**src/rtl/uart_pkg.sv**
```systemverilog
// Shared types and helpers for the UART transmit path: FSM states, frame sizing, parity.
// Pure declarations; no timing behaviour of its own.
package uart_pkg;

    typedef enum logic [2:0] {
        IDLE,
        START,
        DATA,
        PARITY,
        STOP
    } uart_state_t;

    localparam int START_BITS     = 1;
    localparam int MAX_DATA_WIDTH = 64;

    // Bits on the line for one character, start bit included.
    function automatic int frame_bits(input int data_width, input int parity_en, input int stop_bits);
        return START_BITS + data_width + parity_en + stop_bits;
    endfunction

    function automatic int frame_cycles(input int data_width, input int parity_en,
                                        input int stop_bits, input int clks_per_bit);
        return frame_bits(data_width, parity_en, stop_bits) * clks_per_bit;
    endfunction

    // Zero extension of narrower data leaves the reduction unchanged.
    function automatic logic parity_of(input logic [MAX_DATA_WIDTH-1:0] data, input logic odd);
        return (^data) ^ odd;
    endfunction

endpackage

```
**src/rtl/uart_baud_counter.sv**
```systemverilog
// Bit-period timer: tick is high in the final cycle of every CLKS_PER_BIT-cycle period.
// Zero latency from reload; held at zero while reload is asserted, no backpressure.
module uart_baud_counter #(
    parameter int CLKS_PER_BIT = 16
) (
    input  logic clock,
    input  logic reset,
    input  logic reload,
    output logic tick
);

    localparam int CNT_W = (CLKS_PER_BIT > 1) ? $clog2(CLKS_PER_BIT) : 1;

    logic [CNT_W-1:0] cnt;

    assign tick = (cnt == CNT_W'(CLKS_PER_BIT - 1));

    always_ff @(posedge clock or negedge reset) begin
        if (!reset) begin
            cnt <= '0;
        end else if (reload || tick) begin
            cnt <= '0;
        end else begin
            cnt <= cnt + 1'b1;
        end
    end

endmodule

```
**src/rtl/uart_tx_fifo_ctrl.sv**
```systemverilog
// Pops the tx FIFO and serialises each byte as start, data LSB first, optional parity, stop bit(s).
// Start bit one cycle after the pop; only pops when idle or in the last stop cycle, so frames abut.
module uart_tx_fifo_ctrl
    import uart_pkg::*;
#(
    parameter int DATA_WIDTH   = 8,
    parameter int CLKS_PER_BIT = 16,
    parameter int PARITY_EN    = 0,
    parameter int PARITY_ODD   = 0,
    parameter int STOP_BITS    = 1
) (
    input  logic                  clock,
    input  logic                  reset,
    input  logic                  enable,
    input  logic                  fifo_empty,
    input  logic [DATA_WIDTH-1:0] fifo_data,
    output logic                  fifo_read,
    output logic                  tx,
    output logic                  busy,
    output logic                  tx_done
);

    localparam int BIT_CNT_W = $clog2(DATA_WIDTH + 1);

    uart_state_t            state_q;
    uart_state_t            state_d;
    logic [DATA_WIDTH-1:0]  shift_q;
    logic                   parity_q;
    logic [BIT_CNT_W-1:0]   bit_cnt_q;
    logic                   stop_cnt_q;
    logic                   tick;
    logic                   last_data;
    logic                   last_stop;

    uart_baud_counter #(
        .CLKS_PER_BIT(CLKS_PER_BIT)
    ) u_baud (
        .clock (clock),
        .reset (reset),
        .reload(state_q == IDLE),
        .tick  (tick)
    );

    assign last_data = (bit_cnt_q == BIT_CNT_W'(DATA_WIDTH - 1));
    assign last_stop = (state_q == STOP) && tick && (stop_cnt_q == 1'(STOP_BITS - 1));

    // Reset gates the strobe so nothing is popped while the frame logic is held.
    assign fifo_read = reset && enable && !fifo_empty && ((state_q == IDLE) || last_stop);
    assign tx_done   = last_stop;

    always_comb begin
        state_d = state_q;
        case (state_q)
            IDLE:    if (fifo_read) state_d = START;
            START:   if (tick) state_d = DATA;
            DATA:    if (tick && last_data) state_d = (PARITY_EN != 0) ? PARITY : STOP;
            PARITY:  if (tick) state_d = STOP;
            STOP:    if (last_stop) state_d = fifo_read ? START : IDLE;
            default: state_d = IDLE;
        endcase
    end

    always_comb begin
        tx = 1'b1;
        case (state_q)
            START:   tx = 1'b0;
            DATA:    tx = shift_q[0];
            PARITY:  tx = parity_q;
            default: tx = 1'b1;
        endcase
    end

    always_ff @(posedge clock or negedge reset) begin
        if (!reset) begin
            state_q    <= IDLE;
            busy       <= 1'b0;
            shift_q    <= '0;
            parity_q   <= 1'b0;
            bit_cnt_q  <= '0;
            stop_cnt_q <= 1'b0;
        end else begin
            state_q <= state_d;
            busy    <= (state_d != IDLE);

            if (fifo_read) begin
                shift_q  <= fifo_data;
                parity_q <= parity_of(MAX_DATA_WIDTH'(fifo_data), (PARITY_ODD != 0));
            end else if ((state_q == DATA) && tick) begin
                shift_q <= shift_q >> 1;
            end

            if (state_q != DATA) begin
                bit_cnt_q <= '0;
            end else if (tick) begin
                bit_cnt_q <= bit_cnt_q + 1'b1;
            end

            if (state_q != STOP) begin
                stop_cnt_q <= 1'b0;
            end else if (tick) begin
                stop_cnt_q <= stop_cnt_q + 1'b1;
            end
        end
    end

endmodule

```
**config.mk**
```make
export PLATFORM = sky130hd
export DESIGN_NAME = uart_tx_fifo_ctrl
export DESIGN_NICKNAME = d
export VERILOG_FILES = /design/src/rtl/uart_pkg.sv /design/src/rtl/uart_baud_counter.sv /design/src/rtl/uart_tx_fifo_ctrl.sv
export SDC_FILE = /design/constraint.sdc
export NUM_CORES = 1
export LEC_CHECK = 0
export CELL_PAD_IN_SITES_DETAIL_PLACEMENT = 1
export CELL_PAD_IN_SITES_GLOBAL_PLACEMENT = 1
export CORE_ASPECT_RATIO = 1.5
export CORE_MARGIN = 8
export CORE_UTILIZATION = 24
export DETAILED_ROUTE_END_ITERATION = 16
export GPL_TIMING_DRIVEN = 0
export PLACE_DENSITY_LB_ADDON = 0.05
export SLEW_MARGIN = 0
export SYNTH_ARGS = -nofsm -noshare
export SYNTH_HDL_FRONTEND = slang
export SYNTH_SLANG_ARGS = --single-unit
```
**constraint.sdc**
```tcl
create_clock -name clock -period 2.7 [get_ports clock]
set_clock_uncertainty 0.05 [all_clocks]
set_input_delay 0.54 -clock clock [delete_from_list [all_inputs] [get_ports clock]]
set_output_delay 0.54 -clock clock [all_outputs]
set_load 0.01 [all_outputs]
```
==> impl_metrics.ini <==
[synth]
ys_warn_count = 0
yosysUniqueCellTypes = 28
yosys.area.top_type = dfrtp_1
synth_seq_cells = 22
synth_area_per_cell_sq_um = 10.2
yosysSeqAreaShare_pct = 48.4
synth_top_area_share_pct = 48.4
synthTopCellsByArea = dfrtp_1 (48%), mux2i_1 (6.2%), xnor2_1 (6.2%), nand2_1 (5.3%), o21ai_0 (4.0%)
synth.cell_area_sq_um = 1140
synthesis.nets = 126
synth_cells = 112

[place]
place_congestion = 0.672
numPortBuffers = 15
placed_area_sq_um = 1370
dpl.hpwl_um = 2190

[worst_setup_path]
crit_path_frequent_cell = buf_6
crit_arrival_ns = 1.92
max_stage_delay_ns = 0.45
reg2reg_from = state_q[0]$_DFF_PN0_
worst_ep_required_time_ns = 2.11
crit_start = state_q[1]$_DFF_PN0_
cp_max_fo = 7
ff2ff_path_depth = 6
worstSetupEndpointType = primary output
critPathLaunchType = register
cp_cell_sequence = or2_1, buf_6, a2111oi_4, buf_6, dlygate4sd2_1
worst_path_max_delay_cell = dfrtp_2
criticalPathCategory = reg2out

[global_routing]
antenna_found_initial = 0
grt_start_max_net_pins = 24
grt_pass1_vias = 979
globalRoute.totalOverflow = 0
grt_first_pass_wirelength_um = 5000
grt_usage_pct = 9.03

[floorplanning]
rows = 30
die_w_um = 72.2
die-area_sq_um = 7250
dieHeight_um = 100
core_area_sq_um = 4540
initial_utilization_pct = 25.1
num_io_pins = 16

[timing]
slew_viol_final = 0
max_freq_mhz = 398
finalSetupViolations = 0
slew_headroom_pct = 72.7
hold_violations = 0
worst_pin_slew_ns = 0.410
holdWs_ns = 0.112
post-route-min-period_ns = 2.51
rsz0062_at_grt = false
fin_crit_sh_pct = 93.1

[final_layout]
n_antenna_cell = 0
fin_nets = 149
final_common_cell = dfrtp_1
final_area_sq_um = 1450
ff_latch_area_sq_um = 553
area_growth_pct = 27.6
fillers = 521
multi_input_area_sq_um = 557
final_cell_mix = dfrtp_1 (20), nand2_1 (16), clkdlybuf4s50_1 (13)
drive_gt1_share_pct = 12.0

[clocking]
cts_root_buf = clkbuf_8
clock_latency_ns = 0.26
cts_tree = built
clock-sinks = 22
cts_max_level = 1
clk_pin_slew_ns = 0.08
cts-buffers-inserted = 3
cts_buffer_depth = 2

[detailed_routing]
ant_nets = 0
drt-total-wl_um = 2920
via_per_inst = 4.40
wire_per_inst_um = 14.8
vias = 867
drc = 0
first_pass_iters = 2
dr.first_iter.drc_count = 27

[power]
p_total_w = 0.00109
power_leakage_nw = 0.648
powerDensity_nw_per_um2 = 750
vdd_drop_max_uv = 198

[flow_run]
maxCapViolCount = 0

[min_path]
hold_path_class = in2async

[status]
status = finished, final reports clean
-- stage by stage --
stage / std cells / setup TNS (ns) / util, % / setup slack (ns)
floorplan: 112 / 0 / - / 0.590
global placement: 191 / -5.95 / 30.1 / -1.36
detailed placement: 191 / -6.31 / 30.1 / -1.37
CTS: 197 / 0 / 32.0 / 0.161
global route: 197 / 0 / 32.0 / 0.0795
finish: 197 / 0 / 32.0 / 0.186
-- logic make-up after synthesis --
family	synth area share, %
buffers and inverters	4.62
and+or+nand+nor	16.6
xor gates and xnor gates	9.23
muxes	6.15
adders and majority gates	2.20
AOI/OAI and AO/OA	12.9
DFF	48.4
-- registers in the layout, indices dropped and copies added (netlist names) --
name,cells
busy,1
shift_q,8
stop_cnt_q,1
parity_q,1
bit_cnt_q,4
u_baud.cnt,4
state_q,3
-- power by group --
group	total (W)	switching [W]	leakage (nW)	internal (W)
Clock	0.000212	0.000112	0.0216	0.0000998
Sequential	0.000537	0.0000932	0.273	0.000444
Combinational	0.000341	0.000162	0.353	0.000179
-- synth_stat cells --
cell and instances:
nand2_1 16, clkbuf_1 2, a2111oi_4 1, a21oi_1 6, o22ai_1 1, inv_1 3, nand3_1 3, and3b_1 1
dfrtp_1 22, mux2i_1 7, nor2_1 10, a311o_1 1, o21ai_1 1, xor2_1 4, nand4b_2 1, and3_1 3
o21ai_0 9, or2_2 1, ha_1 2, or2_1 1, xnor2_1 8, buf_6 3, o31ai_1 1, nand4_1 1
o21a_1 1, or3_1 1, or3b_1 1, a21boi_0 1
-- area by class of cell --
type | count | share of cell area (%)
tap | 64 | 5.51
inverter | 3 | 0.775
clock buffer | 3 | 2.84
sequential | 22 | 38.1
multi-input combinational | 82 | 38.3
buffer | 5 | 2.84
timing repair buffer | 18 | 11.6
-- timing repair --
item | in CTS | in global routing
setup buffers | 3 | 0
setup endpoints to repair | 10 | 0
hold buffers | 0 | 0
resized for setup | 12 | 0
-- worst paths after layout --
check / endpoint / slack [ns]
min in group clock: u_baud.cnt[0]$_DFF_PN0_ / 0.47
hold reg to reg: u_baud.cnt[0]$_DFF_PN0_ / 0.47
setup / recovery: fifo_read / 0.19
hold / removal: shift_q[6]$_DFFE_PN0P_ / 0.11
setup reg to reg: shift_q[4]$_DFFE_PN0P_ / 0.78
max in group asynchronous: state_q[1]$_DFF_PN0_ / 2.23
-- per-layer routing --
| layer | GRT usage [%] | up-vias | wire (um) |
|---|---|---|---|
| met4 | 3.79 | 0 | 31 |
| li1 | - | 423 | - |
| met1 | 9.34 | 426 | 1140 |
| met5 | 0 | - | 0 |
| met2 | 16.3 | 16 | 1600 |
| met3 | 2.59 | 2 | 145 |
-- worst max-delay path, delay by kind of cell (launching register included) --
kind	cells	cell delay, ns
AOI/OAI and AO/OA	1	0.42
buffers and inverters	3	0.55
DFF	1	0.45
and+or+nand+nor	1	0.23
(Power assumes the default switching activity.)
